`src/rtl/lsu_pkg.sv`:
```
// Shared definitions for the load/store unit: funct3 access encodings, FSM states,
// misalignment detection and the read-modify-write lane merge.
package lsu_pkg;

    localparam logic [2:0] F3_LB  = 3'b000;
    localparam logic [2:0] F3_LH  = 3'b001;
    localparam logic [2:0] F3_LW  = 3'b010;
    localparam logic [2:0] F3_LBU = 3'b100;
    localparam logic [2:0] F3_LHU = 3'b101;

    typedef enum logic [1:0] {
        ST_IDLE,
        ST_RD,
        ST_HOLD
    } state_t;

    function automatic logic is_misaligned(input logic [2:0] funct3, input logic [1:0] off);
        return ((funct3[1:0] == 2'b01) && off[0]) ||
               ((funct3[1:0] == 2'b10) && (off != 2'b00));
    endfunction

    // Replace only the addressed byte/halfword lanes of the fetched word.
    function automatic logic [31:0] store_merge(input logic [31:0] word, input logic [31:0] data,
                                                input logic [1:0] off, input logic [2:0] funct3);
        logic [31:0] res;
        res = word;
        if (funct3[1:0] == 2'b00)
            res[{off, 3'b000} +: 8] = data[7:0];
        else if (funct3[1:0] == 2'b01)
            res[{off[1], 4'b0000} +: 16] = data[15:0];
        return res;
    endfunction

endpackage

```
`src/rtl/lsu_load_align.sv`:
```
// Load-result lane select and sign/zero extension from a 32-bit read word.
module lsu_load_align
    import lsu_pkg::*;
(
    input  logic [31:0] word,
    input  logic [1:0]  off,
    input  logic [2:0]  funct3,
    output logic [31:0] data
);

    logic [7:0]  byte_v;
    logic [15:0] half_v;

    always_comb begin
        byte_v = word[{off, 3'b000} +: 8];
        half_v = off[1] ? word[31:16] : word[15:0];
        case (funct3)
            F3_LB:   data = {{24{byte_v[7]}}, byte_v};
            F3_LBU:  data = {24'h000000, byte_v};
            F3_LH:   data = {{16{half_v[15]}}, half_v};
            F3_LHU:  data = {16'h0000, half_v};
            default: data = word;
        endcase
    end

endmodule

```
`src/rtl/lsu.sv`:
```
// Load/store unit: word stores direct, sub-word stores via read-modify-write, loads aligned next cycle.
// Define LSU_MISALIGN_TRAP_EN to suppress misaligned accesses and pulse misalign_o instead of aligning.
module lsu
    import lsu_pkg::*;
(
    input  logic        clk_i,
    input  logic        rst_n_i,
    input  logic        x_valid_i,
    input  logic        x_load_i,
    input  logic        x_store_i,
    input  logic [2:0]  x_funct3_i,
    input  logic [31:0] x_addr_i,
    input  logic [31:0] x_store_data_i,
    output logic        stall_o,
    output logic        x_dm_wen_o,
    output logic [31:0] x_dm_addr_o,
    output logic [31:0] x_dm_din_o,
    input  logic [31:0] m_dm_dout_i,
    output logic [31:0] m_load_data_o,
    output logic        m_load_valid_o,
    output logic        misalign_o
);

    state_t      state, state_next;
    logic [31:0] addr_q, data_q, eff_addr, aligned;
    logic [2:0]  funct3_q, ld_funct3_q;
    logic [1:0]  ld_off_q;
    logic        load_valid_q, is_load, is_store, mis, st_go, ld_go;

    assign is_store = x_valid_i & x_store_i;
    assign is_load  = x_valid_i & x_load_i & ~x_store_i;

`ifdef LSU_MISALIGN_TRAP_EN
    logic misalign_q;
    assign eff_addr   = x_addr_i;
    assign mis        = (is_load | is_store) & is_misaligned(x_funct3_i, x_addr_i[1:0]);
    assign misalign_o = misalign_q;

    always_ff @(posedge clk_i or negedge rst_n_i) begin
        if (!rst_n_i) misalign_q <= 1'b0;
        else          misalign_q <= (state == ST_IDLE) & mis;
    end
`else
    always_comb begin
        eff_addr = x_addr_i;
        if (x_funct3_i[1:0] == 2'b01)
            eff_addr[0] = 1'b0;
        else if (x_funct3_i[1:0] == 2'b10)
            eff_addr[1:0] = 2'b00;
    end
    assign mis        = 1'b0;
    assign misalign_o = 1'b0;
`endif

    assign st_go = is_store & ~mis;
    assign ld_go = is_load & ~mis;

    always_comb begin
        state_next  = state;
        x_dm_wen_o  = 1'b0;
        stall_o     = 1'b0;
        x_dm_din_o  = data_q;
        x_dm_addr_o = {addr_q[31:2], 2'b00};
        case (state)
            ST_IDLE: begin
                x_dm_addr_o = {eff_addr[31:2], 2'b00};
                x_dm_din_o  = x_store_data_i;
                if (st_go) begin
                    stall_o = 1'b1;
                    if (x_funct3_i[1]) begin
                        x_dm_wen_o = 1'b1;
                        state_next = ST_HOLD;
                    end else begin
                        state_next = ST_RD;
                    end
                end
            end
            ST_RD: begin
                x_dm_din_o = store_merge(m_dm_dout_i, data_q, addr_q[1:0], funct3_q);
                x_dm_wen_o = 1'b1;
                stall_o    = 1'b1;
                state_next = ST_HOLD;
            end
            ST_HOLD: state_next = ST_IDLE;
            default: state_next = ST_IDLE;
        endcase
    end

    always_ff @(posedge clk_i or negedge rst_n_i) begin
        if (!rst_n_i) begin
            state        <= ST_IDLE;
            addr_q       <= '0;
            data_q       <= '0;
            funct3_q     <= '0;
            ld_funct3_q  <= '0;
            ld_off_q     <= '0;
            load_valid_q <= 1'b0;
        end else begin
            state        <= state_next;
            load_valid_q <= (state == ST_IDLE) & ld_go;
            if (state == ST_IDLE && st_go) begin
                addr_q   <= eff_addr;
                data_q   <= x_store_data_i;
                funct3_q <= x_funct3_i;
            end
            if (state == ST_IDLE && ld_go) begin
                ld_funct3_q <= x_funct3_i;
                ld_off_q    <= eff_addr[1:0];
            end
        end
    end

    lsu_load_align u_align (
        .word   (m_dm_dout_i),
        .off    (ld_off_q),
        .funct3 (ld_funct3_q),
        .data   (aligned)
    );

    assign m_load_valid_o = load_valid_q;
    assign m_load_data_o  = load_valid_q ? aligned : '0;

endmodule

```
`config.mk`:
```
export PLATFORM = sky130hd
export DESIGN_NAME = lsu
export DESIGN_NICKNAME = d
export VERILOG_FILES = /design/src/rtl/lsu_pkg.sv /design/src/rtl/lsu_load_align.sv /design/src/rtl/lsu.sv
export SDC_FILE = /design/constraint.sdc
export NUM_CORES = 1
export LEC_CHECK = 0
export BUFFER_PORTS_ARGS = -buffer_cell sky130_fd_sc_hd__clkbuf_2
export CORE_MARGIN = 2
export CORE_UTILIZATION = 41
export CTS_CLUSTER_DIAMETER = 120
export DETAILED_ROUTE_END_ITERATION = 10
export PLACE_DENSITY = 0.69
export SYNTH_ARGS = -nofsm -noshare
export SYNTH_HDL_FRONTEND = slang
export SYNTH_SLANG_ARGS = --single-unit
```
`constraint.sdc`:
```
create_clock -name clk_i -period 2.4 [get_ports clk_i]
set_input_delay 0.12 -clock clk_i [delete_from_list [all_inputs] [get_ports clk_i]]
set_output_delay 0.12 -clock clk_i [all_outputs]
set_load 0.005 [all_outputs]
```
# Word level (Yosys, flattened, before mapping)
# Index checks and enable logic that the tools add are counted.
dict set report word_totals {
  input_bits 104
  ff_bits 74
}
dict set report op_classes {
  bitwise_logic 5
  shifts 5
  n_reduce_logical 5
  addsub 2
  eq_ne 8
  n_mux 20
}
# op n
set op_table {}
lappend op_table {{$mux 32} 4}
lappend op_table {{$pmux 32 s4} 1}
lappend op_table {{$bwmux 32} 2}
lappend op_table {{$pmux 32 s2} 1}
lappend op_table {{$shift 16x7->32 const A} 1}
lappend op_table {{$shift 8x7->32 const A} 1}
lappend op_table {{$shiftx 16x7->32} 1}
lappend op_table {{$shiftx 32x6->8} 1}
lappend op_table {{$shiftx 8x7->32} 1}
lappend op_table {{$mux 16} 1}
lappend op_table {{$neg 5->7} 2}
lappend op_table {{$eq 2x1->1 const B} 3}
lappend op_table {{$eq 3x3->1 const B} 2}
lappend op_table {{$mux 2} 3}
lappend op_table {{$mux 1} 5}
lappend op_table {{$and 1x1->1} 4}
lappend op_table {{$logic_not 2->1} 2}
lappend op_table {{$pmux 1 s2} 2}
lappend op_table {{$pmux 2 s2} 1}
lappend op_table {{$eq 3x1->1 const B} 1}
lappend op_table {{$logic_not 3->1} 1}
lappend op_table {{$eq 2x2->1 const B} 1}
lappend op_table {{$logic_and 1x1->1} 2}
lappend op_table {{$ne 2x2->1 const B} 1}
lappend op_table {{$not 1->1} 1}

# Longest topological paths before layout
# Gate-level depths: netlist of run 1.
dict set report depth {
  depth_word 6
  ltp_mapped 7
  ltp_nobuf 6
}

# Modules after synthesis
# A second synthesis of run 1 with hierarchy kept.
dict set report unflattened {
  cells_unflattened 697
  area_unflattened_um2 5683.0
}
# mod instances cells_each area_per_inst_um2 seq_area_each_um2
set modules_own_cells {}
lappend modules_own_cells {lsu 1 601 4837.1 1851.8}
lappend modules_own_cells {lsu_load_align 1 96 845.8 0.0}

# Worst setup path before layout of run 1
# OpenSTA, ideal clock, no wires.
dict set report synth_timing {
  path_kind {register -> output}
  start {register addr_q[0]}
  end {output x_dm_din_o[24]}
  n_path_buf 0
  path_stages_with_launch 6
  arrival_time_ps 1759
  path_slack_ps 521
  cell_sequence {dfrtp_1 > inv_1 > ha_1 > nor4_2 > a221oi_1 > o21ai_0}
}
dict set report synth_between {
  elab_chain_len 5
  elab_cells_between_ends 6
}
# item line
set synth_lines {}
lappend synth_lines {{from (decl)} lsu.sv:25} ;# logic [31:0] addr_q, data_q, eff_addr, aligned;
lappend synth_lines {{from (signal assigned)} lsu.sv:102} ;# addr_q <= eff_addr;
lappend synth_lines {{$neg 5->7 (*)} lsu_pkg.sv:28} ;# res[{off, 3'b000} +: 8] = data[7:0];
lappend synth_lines {{$shiftx 8x7->32 or $shift 8x7->32 (tied branches)} lsu_pkg.sv:28}
lappend synth_lines {{$bwmux 32 (*)} lsu_pkg.sv:28}
lappend synth_lines {{$mux 32 (*)} lsu_pkg.sv:27} ;# if (funct3[1:0] == 2'b00)
lappend synth_lines {{$pmux 32 s2 (*)} lsu.sv:64} ;# case (state)
lappend synth_lines {{to (decl)} lsu.sv:17} ;# output logic [31:0] x_dm_din_o,
# Every way passes the cells marked *; elsewhere a longest branch is shown, timed or not.

# Worst setup path in the final report of run 1
dict set report layout_timing {
  start {register addr_q[1]}
  end {output x_dm_din_o[13]}
}
dict set report layout_between {
  elab_chain_len 6
  elab_cells_between_ends 11
}
# item line
set layout_lines {}
lappend layout_lines {{$neg 5->7} lsu_pkg.sv:30} ;# res[{off[1], 4'b0000} +: 16] = data[15:0];
lappend layout_lines {{$shiftx 16x7->32 or $shift 16x7->32 (tied branches)} lsu_pkg.sv:30}
lappend layout_lines {{$bwmux 32} lsu_pkg.sv:30}
lappend layout_lines {{$mux 32} lsu_pkg.sv:29} ;# else if (funct3[1:0] == 2'b01)
lappend layout_lines {{$mux 32 (*)} lsu_pkg.sv:27}
lappend layout_lines {{$pmux 32 s2 (*)} lsu.sv:64}
# Marked as above.

==> reports/qor_table.md, run 1 <==
| Stage | Quantity | This run |
| --- | --- | --- |
| power | Comb power frac | 34.2% |
| timing | Min Clock Period, post-route | 2.298 ns |
| global route | Global-route wire length before repair | 30,750 um |
| yosys | Number of warnings printed during yosys synthesis | 0 |
| yosys | Combinational family with the most area after synthesis | compound AO/OA/AOI/OAI gates |
| power | Leakage | 3.751 nW |
| worst hold path | Type of the most critical hold path | in -> reg |
| yosys | Compound-cell area share of the yosys netlist | 25.42% |
| clock network | Number of buffers added by the clock tree synthesis step | 9 |
| routing | Total Routed Length | 19,840 um |
| routing | Count of vias placed by the detailed router | 6,175 |
| routing | Detailed-routing iteration count for the pre-antenna-repair pass | 5 |
| clock network | Number of clock sinks | 74 |
| yosys | Most common library cells after synthesis | 215 x nand2_1, 74 x dfrtp_1, 47 x a21oi_1, 47 x o21ai_0, 31 x mux2_2 |
| run | Number of maximum-capacitance constraint violations | 0 |
| final layout | Number of cells in the finished layout apart from fillers | 1,101 |
| yosys | Basic-gate share of the synthesized area counting and, or, nand and nor cells | 22.89% |
| timing | Worst-margin pin slew | 0.6420 ns |
| yosys | Post-Syn Area | 5231 um^2 |
| placement | Routability cong. | 0.9357 |
| yosys | Adder and majority cell fraction of the synthesized area | 1.196% |
| routing | DRC violations left | 0 |
| power | Clock share of power | 31.3% |
| worst setup path | Worst setup SP type | flop |
| outcome | Status | finished, final reports clean |
| clock network | Buffer levels on the longest clock path | 2 |
| clock network | Skew-Pair Late Insertion Delay | 0.34 ns |
| floorplanning | Die footprint | 13,680 um^2 |
| floorplanning | Chip width | 117.0 um |
| final layout | Number of nets in the layout | 1,033 |
| yosys | Main synth FF type | dfrtp_1 |
| floorplanning | Rows | 41 |
| placement | Hpwl dp | 14,120 um |
| routing | Via density per instance | 5.609 |
| yosys | Post-Synthesis Mean Instance Area | 7.704 um^2 |
| final layout | Relative area change from synthesis to final layout | 41.11% |
| clock network | Clock transition at the registers of the reported paths | 0.06 ns |
| placement | Number of cells after detailed placement | 1,028 |
| placement | I/O Buffers | 200 |
| power | Worst IR Drop VDD | 0.0003496 V |
| power | Sequential power share | 34.5% |
| yosys | Leading area contributor after synthesis | dfrtp_1 |
| timing | Slew HR | 57.20% |
| yosys | Number of synthesized register bits | 74 |
| yosys | Top cells by area in the synthesized netlist | dfrtp_1 35%, nand2_1 15%, mux2_2 6.7% |
| floorplanning | Vertical die dimension | 117.0 um |
| yosys | Number of enable-type register cells in the synthesized netlist | 0 |
| timing | Total of endpoints with negative setup slack in the final report | 0 |
| yosys | Xor-xnor portion of the synthesized cell area | 0.1674% |
| routing | Detailed router's first-iteration violation count | 780 |
| timing | Final hold slack | 0.01852 ns |
| yosys | Synth Instances | 679 |
| yosys | Register area share after synthesis | 35.40% |
| global route | Vias in the first global route | 5,800 |
| final layout | Fraction of final layout cells sized beyond drive strength 1 | 31.43% |
| timing | Worst setup skew after layout | 0.004998 ns |
| worst setup path | Crit path required time | 2.28 ns |
| final layout | Non-Filler Cell Area, Final | 7382 um^2 |
| yosys | Share of async-settable or async-resettable flops after synthesis | 100.0% |
| worst setup path | Max FO, Critical Path | 6 |
| routing | DRT antenna net count | 0 |
| floorplanning | Placeable core region | 12,520 um^2 |
| placement | Post-place instance area | 6440 um^2 |
| worst setup path | Crit. End Element | output port |
| power | Internal cell power | 3.214 mW |
| timing | Hold Fails Final Rpt | 0 |
| floorplanning | I/O pins | 204 |
| timing | Count of final max-slew check failures | 0 |
| clock network | Clock H-tree levels | 3 |
| worst setup path | Worst setup path class | reg -> out |
| clock network | Buffer cell driving the clock tree root | clkbuf_16 |
| timing | Part of the cycle the worst path needs | 95.73% |
| global route | Global router's overall resource usage | 29.41% |
| clock network | CTS tree | done |
| global route | Number of antenna violations at the first check in global routing | 0 |
| yosys | Portion of netlist area occupied by mux cells | 8.060% |
| power | Total power per unit cell area | 669.4 nW/um^2 |
| power | Sw Share | 34.96% |
| floorplanning | Initial standard-cell utilization of the core | 41.79% |
| yosys | Number of distinct standard cells referenced by the synthesized netlist | 52 |
| yosys | Share of the synthesized area in the top cell type | 35.40% |
| timing | Maximum achievable frequency | 435.2 MHz |
| final layout | Number of inserted diodes | 0 |
| final layout | Util after Layout | 58.98% |
| yosys | Most frequent cell after synthesis | nand2_1 |
| routing | Routed wire length per instance | 18.02 um |
| worst setup path | Arrival @ worst endpoint | 2.18 ns |
| power | Net Sw Power | 1.728 mW |
| global route | Maximum number of pins on one net before global-route repair | 42 |
| global route | Gr ovfl total | 0 |
power groups by stage:
stage,combinational (mW),clock (mW),sequential (mW)
after global placement,1.54,0,1.71
after CTS,1.64,1.58,1.70
final,1.69,1.55,1.71
after global routing,1.87,1.64,1.73
after detailed placement,1.56,0,1.71
after floorplan,0.999,0,1.61
repair_timing:
| item | CTS | global route |
|---|---|---|
| gates resized for setup | 4 | 9 |
| setup buffers | 0 | 1 |
| hold buffers | 56 | 0 |
| hold endpoints to repair | 95 | 0 |
| pin swaps | 1 | 2 |
| endpoints found under the setup margin | 14 | 31 |
area by class of cell:
class | count | area, um^2
fill | 1167 | 5135
multi-input combinational | 530 | 3074
sequential | 74 | 1853
timing repair buffer | 282 | 1800
clock buffer | 10 | 229.0
tap | 172 | 215.2
clock inverter | 6 | 105.1
inverter | 27 | 105.1
critical path: stages (launching register included):
cell,delay [ns]
dfrtp_2,0.41
inv_2,0.08
ha_4,0.30
nand2_1,0.10
nor3_4,0.29
buf_6,0.15
a221oi_1,0.06
o21ai_1,0.27
clkbuf_2,0.16
logic make-up after synthesis:
logic type | count (synthesis)
and+or+nand+nor | 283
AOI/OAI and AO/OA | 201
muxes | 37
other | 1
adders and majority gates | 5
buffers and inverters | 77
xor gates and xnor gates | 1
DFF | 74
cells in the final DEF (no fill, tap or decap), drive strengths merged, types with 16 or more instances in the layout:
master | Yosys | final
a21oi | 47 | 47
a221oi | 16 | 16
a22oi | 23 | 23
buf | 25 | 27
clkbuf | 25 | 209
dfrtp | 74 | 74
dlygate4sd3 | 0 | 56
inv | 26 | 26
mux2 | 31 | 31
nand2 | 215 | 215
nor2 | 22 | 22
o21ai | 58 | 58
o221ai | 16 | 16
final timing paths:
kind | start | to | slack [ns] | cells after the start
setup / recovery | addr_q[1] | x_dm_din_o[13] | 0.10 | 8
hold / removal | x_store_data_i[11] | data_q[11] | 0.02 | 3
setup reg to reg | state[0] | ld_funct3_q[0] | 0.60 | 5
hold reg to reg | data_q[25] | data_q[25] | 0.47 | 2
max in group asynchronous | rst_n_i | addr_q[4] | 1.48 | 3
min in group asynchronous | rst_n_i | ld_funct3_q[2] | 0.32 | 2
flip-flops by register name, indices dropped and copies added (netlist names):
register and cells:
m_load_valid_o 1, funct3_q 2, addr_q 32, ld_off_q 2, data_q 32, ld_funct3_q 3, state 2
layer usage:
metal / part of all wire (%) / track usage [%] / vias to the layer above / wire [um]
met1: 40 / 37.21 / 2884 / 7990
met3: 9.7 / 7.364 / 67 / 1917
met4: 4.4 / 13.41 / 0 / 877
li1: - / - / 2881 / -
met5: 0 / 0 / - / 0
met2: 46 / 47.59 / 343 / 9053
through the flow:
stage | setup slack, ns | power, mW | TNS, ns
global route | -0.01322 | 5.245 | -0.01322
floorplan | 0.5206 | 2.612 | 0
CTS | 0.009422 | 4.914 | 0
finish | 0.1025 | 4.942 | 0
detailed placement | 0.07892 | 3.271 | 0
global placement | 0.09947 | 3.250 | 0
No activity file was read; power rests on OpenSTA's default activity.
==> run 2, diff against run 1 <==
Settings changed: CTS_BUF_LIST from default to sky130_fd_sc_hd__clkbuf_2.
==> reports/qor_table.md, run 2 (same netlist as run 1, synthesis figures left out) <==
| Stage | Quantity | This run |
| --- | --- | --- |
| final layout | Filler Cells Inserted | 1,128 |
| routing | Detailed-routing iteration count for the pre-antenna-repair pass | 7 |
| timing | Total of endpoints with negative setup slack in the final report | 8 |
| placement | I/O Buffers | 200 |
| outcome | Violated checks | setup timing |
| global route | Maximum number of pins on one net before global-route repair | 42 |
| worst setup path | Depth of the most critical reg-to-reg path | 6 |
| global route | Number of antenna violations at the first check in global routing | 0 |
| global route | Vias in the first global route | 6,075 |
| power | Total power per unit cell area | 599.4 nW/um^2 |
| routing | Detailed router's first-iteration violation count | 756 |
| timing | Setup repair after global routing missed its margin | true |
| outcome | Status | finished with violations |
| placement | Post-place instance area | 6440 um^2 |
| power | Internal cell power | 2.812 mW |
| placement | Routability cong. | 0.9357 |
| floorplanning | Placeable core region | 12,520 um^2 |
| worst setup path | Critical R2R Capture | ld_funct3_q[0] |
| timing | Worst Setup Slack, final | -0.02520 ns |
| worst setup path | Crit. End Element | output port |
| routing | DRC violations left | 0 |
| final layout | Util after Layout | 62.36% |
| timing | Final hold slack | 0.05721 ns |
| final layout | Non-Filler Cell Area, Final | 7805 um^2 |
| run | Number of maximum-capacitance constraint violations | 0 |
| routing | DRT antenna net count | 0 |
| placement | Number of cells after detailed placement | 1,028 |
| floorplanning | Initial standard-cell utilization of the core | 41.79% |
| power | Net Sw Power | 1.867 mW |
| final layout | Storage cell area | 1858 um^2 |
| clock network | Number of clock sinks | 74 |
| final layout | Number of cells in the finished layout apart from fillers | 1,126 |
| final layout | Number of inserted diodes | 0 |
| floorplanning | Chip width | 117.0 um |
| final layout | Relative area change from synthesis to final layout | 49.20% |
| timing | Count of final max-slew check failures | 0 |
| worst setup path | Worst setup path class | reg -> out |
| placement | Worst setup slack after placement | 0.07892 ns |
| timing | Slew HR | 60.90% |
| power | Comb power frac | 43.2% |
| worst setup path | Worst reg-to-reg setup slack | 0.66 ns |
| worst setup path | Startpoint of the most critical register-to-register path | state[0] |
| routing | Count of vias placed by the detailed router | 6,406 |
| clock network | Number of buffers added by the clock tree synthesis step | 9 |
| final layout | Number of nets in the layout | 1,058 |
| clock network | Clock transition at the registers of the reported paths | 0.23 ns |
| timing | Total negative slack for setup checks | -0.06740 ns |
| clock network | CTS tree | done |
| floorplanning | I/O pins | 204 |
| final layout | Top flop regs | addr_q (32), data_q (32), ld_funct3_q (3) |
| final layout | Highest-count cells in the layout ignoring fill and taps | 214 x nand2_1, 195 x clkbuf_2, 71 x dlygate4sd3_1 |
| timing | Worst-margin pin slew | 0.5866 ns |
| power | Clock share of power | 19.9% |
| timing | Hold Fails Final Rpt | 0 |
| routing | Via density per instance | 5.689 |
| global route | Global router's overall resource usage | 30.50% |
| power | Total power draw | 4.678 mW |
| floorplanning | Rows | 41 |
| final layout | Fraction of final layout cells sized beyond drive strength 1 | 36.90% |
| power | Leakage | 3.852 nW |
| power | Worst IR Drop VDD | 0.0003379 V |
| timing | Maximum achievable frequency | 412.3 MHz |
| power | Sequential power share | 37.0% |
| worst setup path | Arrival @ worst endpoint | 2.31 ns |
| final layout | Most frequent standard cell in the layout excluding fill and tap cells | nand2_1 |
| clock network | Skew-Pair Late Insertion Delay | 0.55 ns |
| clock network | Buffer levels on the longest clock path | 2 |
| global route | Gr ovfl total | 0 |
| floorplanning | Die footprint | 13,680 um^2 |
| placement | Hpwl dp | 14,120 um |
| timing | Min Clock Period, post-route | 2.425 ns |
| power | Sw Share | 39.90% |
| routing | Total Routed Length | 21,170 um |
| worst hold path | Type of the most critical hold path | in -> async |
| final layout | Total area of multi-input combinational cells | 3413 um^2 |
| clock network | Buffer cell driving the clock tree root | clkbuf_2 |
| routing | Routed wire length per instance | 18.80 um |
| timing | Worst setup skew after layout | 0.02719 ns |
| floorplanning | Vertical die dimension | 117.0 um |
| worst setup path | Max FO, Critical Path | 8 |
| global route | Global-route wire length before repair | 31,970 um |
| worst setup path | Crit path required time | 2.28 ns |
| worst setup path | Worst setup SP type | flop |
| clock network | Clock H-tree levels | 3 |
| timing | Part of the cycle the worst path needs | 101.1% |
[run 2: final cells by class]
cell class | count | share of cell area, %
inverters | 27 | 1.395
repair buffers | 305 | 26.32
clock inverters | 6 | 1.347
well taps | 172 | 2.757
flip-flops and latches | 74 | 23.81
clock buffers | 10 | 0.6412
multi-input cells | 532 | 43.73
[run 2: what timing repair did]
| action | in CTS | in global routing |
|---|---|---|
| endpoints found under the hold margin | 147 | 0 |
| pin swaps | 22 | 21 |
| setup endpoints to repair | 52 | 61 |
| cloned | 2 | 1 |
| setup buffers | 9 | 1 |
| hold buffers | 71 | 0 |
| gates resized for setup | 57 | 64 |
[run 2: routing by layer]
layer	global-route usage (%)	vias up	routed length, um
li1	-	2936	-
met1	37.56	2988	8511
met2	48.90	396	9757
met3	7.621	86	1863
met4	17.33	0	1040
met5	0	-	0
[run 2: power by group through the flow]
stage | clock, mW | combinational [mW] | sequential [mW]
floorplan | 0 | 0.999 | 1.61
global placement | 0 | 1.54 | 1.71
detailed placement | 0 | 1.56 | 1.71
CTS | 0.949 | 1.86 | 1.71
global route | 1.00 | 2.19 | 1.76
finish | 0.929 | 2.02 | 1.73
[run 2: worst max-delay path: stages, from the launching register on]
cell,delay [ns]
dfrtp_2,0.45
inv_4,0.06
ha_4,0.32
nor3b_4,0.06
buf_12,0.15
o31ai_4,0.24
a21oi_1,0.09
a221o_1,0.26
clkbuf_2,0.11
[run 2: how the worst max path moves through the flow]
stage                     startpoint             end  slack, ns  cells past startpoint
after floorplan            addr_q[0]  x_dm_din_o[24]       0.52                      5
after CTS                  addr_q[1]  x_dm_din_o[13]      -0.06                      8
after detailed placement   addr_q[1]  x_dm_din_o[13]       0.08                      8
after global routing       addr_q[1]   x_dm_din_o[3]      -0.13                      8
final                      addr_q[1]   x_dm_din_o[0]      -0.03                      8
after global placement     addr_q[1]  x_dm_din_o[13]        0.1                      8
==> run 3, diff against run 2 <==
Settings changed: CELL_PAD_IN_SITES_DETAIL_PLACEMENT from default to 0, CELL_PAD_IN_SITES_GLOBAL_PLACEMENT from default to 1, CORE_UTILIZATION 41 to 36, PLACE_DENSITY 0.69 to default, PLACE_DENSITY_LB_ADDON from default to 0.1.
==> reports/qor_table.md, run 3 (same netlist as run 1, synthesis figures left out) <==
| Stage | Quantity | This run |
| --- | --- | --- |
| run | Number of maximum-capacitance constraint violations | 0 |
| floorplanning | Die footprint | 15,510 um^2 |
| worst setup path | Cell at the slowest stage of the critical path | dfrtp_2 |
| power | Total power draw | 4.439 mW |
| placement | Number of cells after detailed placement | 1,040 |
| routing | Detailed-routing iteration count for the pre-antenna-repair pass | 7 |
| worst setup path | Worst setup SP type | flop |
| final layout | Number of cells in the finished layout apart from fillers | 1,145 |
| timing | Total of endpoints with negative setup slack in the final report | 0 |
| floorplanning | Vertical die dimension | 124.5 um |
| global route | Global-route wire length before repair | 32,960 um |
| worst setup path | Startpoint of the worst setup timing path | addr_q[1] |
| timing | Hold Fails Final Rpt | 0 |
| routing | Detailed router's first-iteration violation count | 465 |
| clock network | Buffer cell driving the clock tree root | clkbuf_2 |
| placement | Routability cong. | 0.9074 |
| placement | Hpwl dp | 14,600 um |
| global route | Global router's overall resource usage | 26.71% |
| worst setup path | Ordered cell list for the critical path | inv_4 -> ha_4 -> nor3b_4 -> buf_12 -> o31ai_4 -> a21oi_2 -> a221o_1 -> clkbuf_2 |
| clock network | CTS tree | done |
| power | Total power per unit cell area | 573.4 nW/um^2 |
| floorplanning | Placeable core region | 14,370 um^2 |
| global route | Number of antenna violations at the first check in global routing | 0 |
| floorplanning | I/O pins | 204 |
| timing | Maximum achievable frequency | 418.0 MHz |
| worst setup path | Arrival @ worst endpoint | 2.27 ns |
| power | Worst IR Drop VDD | 0.0003185 V |
| clock network | Number of buffers added by the clock tree synthesis step | 9 |
| timing | Worst setup skew after layout | 0.01659 ns |
| final layout | Fraction of final layout cells sized beyond drive strength 1 | 36.94% |
| global route | Vias in the first global route | 6,059 |
| placement | Post-place instance area | 6430 um^2 |
| clock network | Skew-Pair Late Insertion Delay | 0.55 ns |
| placement | I/O Buffers | 200 |
| global route | Maximum number of pins on one net before global-route repair | 75 |
| final layout | Relative area change from synthesis to final layout | 48.00% |
| routing | Routed wire length per instance | 18.31 um |
| timing | Setup repair after global routing missed its margin | true |
| final layout | Total area of multi-input combinational cells | 3354 um^2 |
| timing | Final hold slack | 0.07631 ns |
| timing | Worst-margin pin slew | 0.9993 ns |
| final layout | Filler Cells Inserted | 1,409 |
| floorplanning | Chip width | 124.5 um |
| worst hold path | Launch point of the worst hold path | x_load_i |
| worst setup path | Crit. End Element | output port |
| worst setup path | Max FO, Critical Path | 8 |
| routing | Total Routed Length | 20,970 um |
| routing | Count of vias placed by the detailed router | 6,162 |
| routing | DRT antenna net count | 0 |
| worst setup path | Startpoint of the most critical register-to-register path | state[1] |
| timing | Slew HR | 33.38% |
| final layout | Number of inserted diodes | 0 |
| floorplanning | Initial standard-cell utilization of the core | 36.41% |
| clock network | Clock H-tree levels | 3 |
| final layout | Number of nets in the layout | 1,065 |
| routing | Via density per instance | 5.382 |
| floorplanning | Rows | 44 |
| timing | Part of the cycle the worst path needs | 99.69% |
| final layout | Highest-count cells in the layout ignoring fill and taps | 214 x nand2_1, 190 x clkbuf_2, 70 x dlygate4sd3_1 |
| timing | Count of final max-slew check failures | 0 |
| final layout | Storage cell area | 1862 um^2 |
| clock network | Clock transition at the registers of the reported paths | 0.21 ns |
| final layout | Non-Filler Cell Area, Final | 7742 um^2 |
| power | Leakage | 3.838 nW |
| worst setup path | Worst setup path class | reg -> out |
| outcome | Status | finished, final reports clean |
| worst hold path | Type of the most critical hold path | in -> reg |
| global route | Gr ovfl total | 0 |
| final layout | Most frequent standard cell in the layout excluding fill and tap cells | nand2_1 |
| timing | Min Clock Period, post-route | 2.393 ns |
| routing | DRC violations left | 0 |
| worst setup path | Crit path required time | 2.28 ns |
| worst setup path | Maximum cell stage delay along the critical path | 0.45 ns |
| final layout | Top flop regs | addr_q (32), data_q (32), ld_funct3_q (3) |
| clock network | Buffer levels on the longest clock path | 2 |
| clock network | Number of clock sinks | 74 |
[run 3: cell types whose count changed in the layout (fill, tap and decap cells not counted), moves of 4 or more]
cell      before  now
nand3_2        4    8
clkinv_2       4    0
buf_4         24   34
buf_2         14   20
o21ai_2        4    0
clkbuf_2     195  190
nand3_1        5    1
[run 3: timing repair]
| action | 4_1_cts | 5_1_grt |
|---|---|---|
| pin swaps | 12 | 30 |
| buffers inserted | 8 | 10 |
| cloned | 1 | 2 |
| endpoints found under the hold margin | 147 | 0 |
| resized for setup | 32 | 83 |
| hold buffers | 70 | 0 |
| setup endpoints to repair | 59 | 63 |
[run 3: through the flow]
stage               util, %   TNS, ns  worst slack [ns]
CTS                   51.64  -0.03581          -0.01917
detailed placement    44.75         0            0.2848
finish                53.88         0          0.007375
floorplan                 -         0            0.5206
global route          53.88    -2.412           -0.1241
global placement      44.75         0            0.3121
[run 3: final cells by class]
cell class                 count  share of cell area [%]
sequential                    74                   24.05
multi-input combinational    532                   43.33
clock inverter                 5                  0.7111
tap                          184                   2.973
inverter                      27                   1.374
timing repair buffer         312                   26.86
clock buffer                  11                  0.7111
[run 3: path summary, 6_finish.rpt]
kind	slack [ns]	depth (start not counted)	endpoint
worst max-delay path	0.007	8	x_dm_din_o[3]
worst min-delay path	0.08	3	ld_funct3_q[1]
worst max register to register	0.51	6	addr_q[12]
worst min register to register	0.50	2	addr_q[25]
max in group asynchronous	1.46	2	funct3_q[1]
min in group asynchronous	0.21	2	addr_q[29]
[run 3: where the power goes]
part | internal [mW] | switching (mW)
Combinational | 0.915 | 1.08
Clock | 0.246 | 0.477
Sequential | 1.47 | 0.254
Total | 2.63 | 1.81
[run 3: critical path: cells and delay by family (launching register included)]
family | cells | cell delay [ns]
AO/OA/AOI/OAI | 3 | 0.59
AND/OR/NAND/NOR | 1 | 0.05
flip-flops | 1 | 0.45
buffers and inverters | 3 | 0.34
adder cells (fa/ha/maj) | 1 | 0.30
[run 3: per-layer routing]
metal  GRT usage (%)  wire (um)  share of wire [%]  vias up
li1                -          -                  -     2950
met1           35.76       9334                 45     2946
met2           42.24       9690                 46      229
met3           6.787       1371                6.5       37
met4           8.923        569                2.7        0
met5               0          0                  0        -
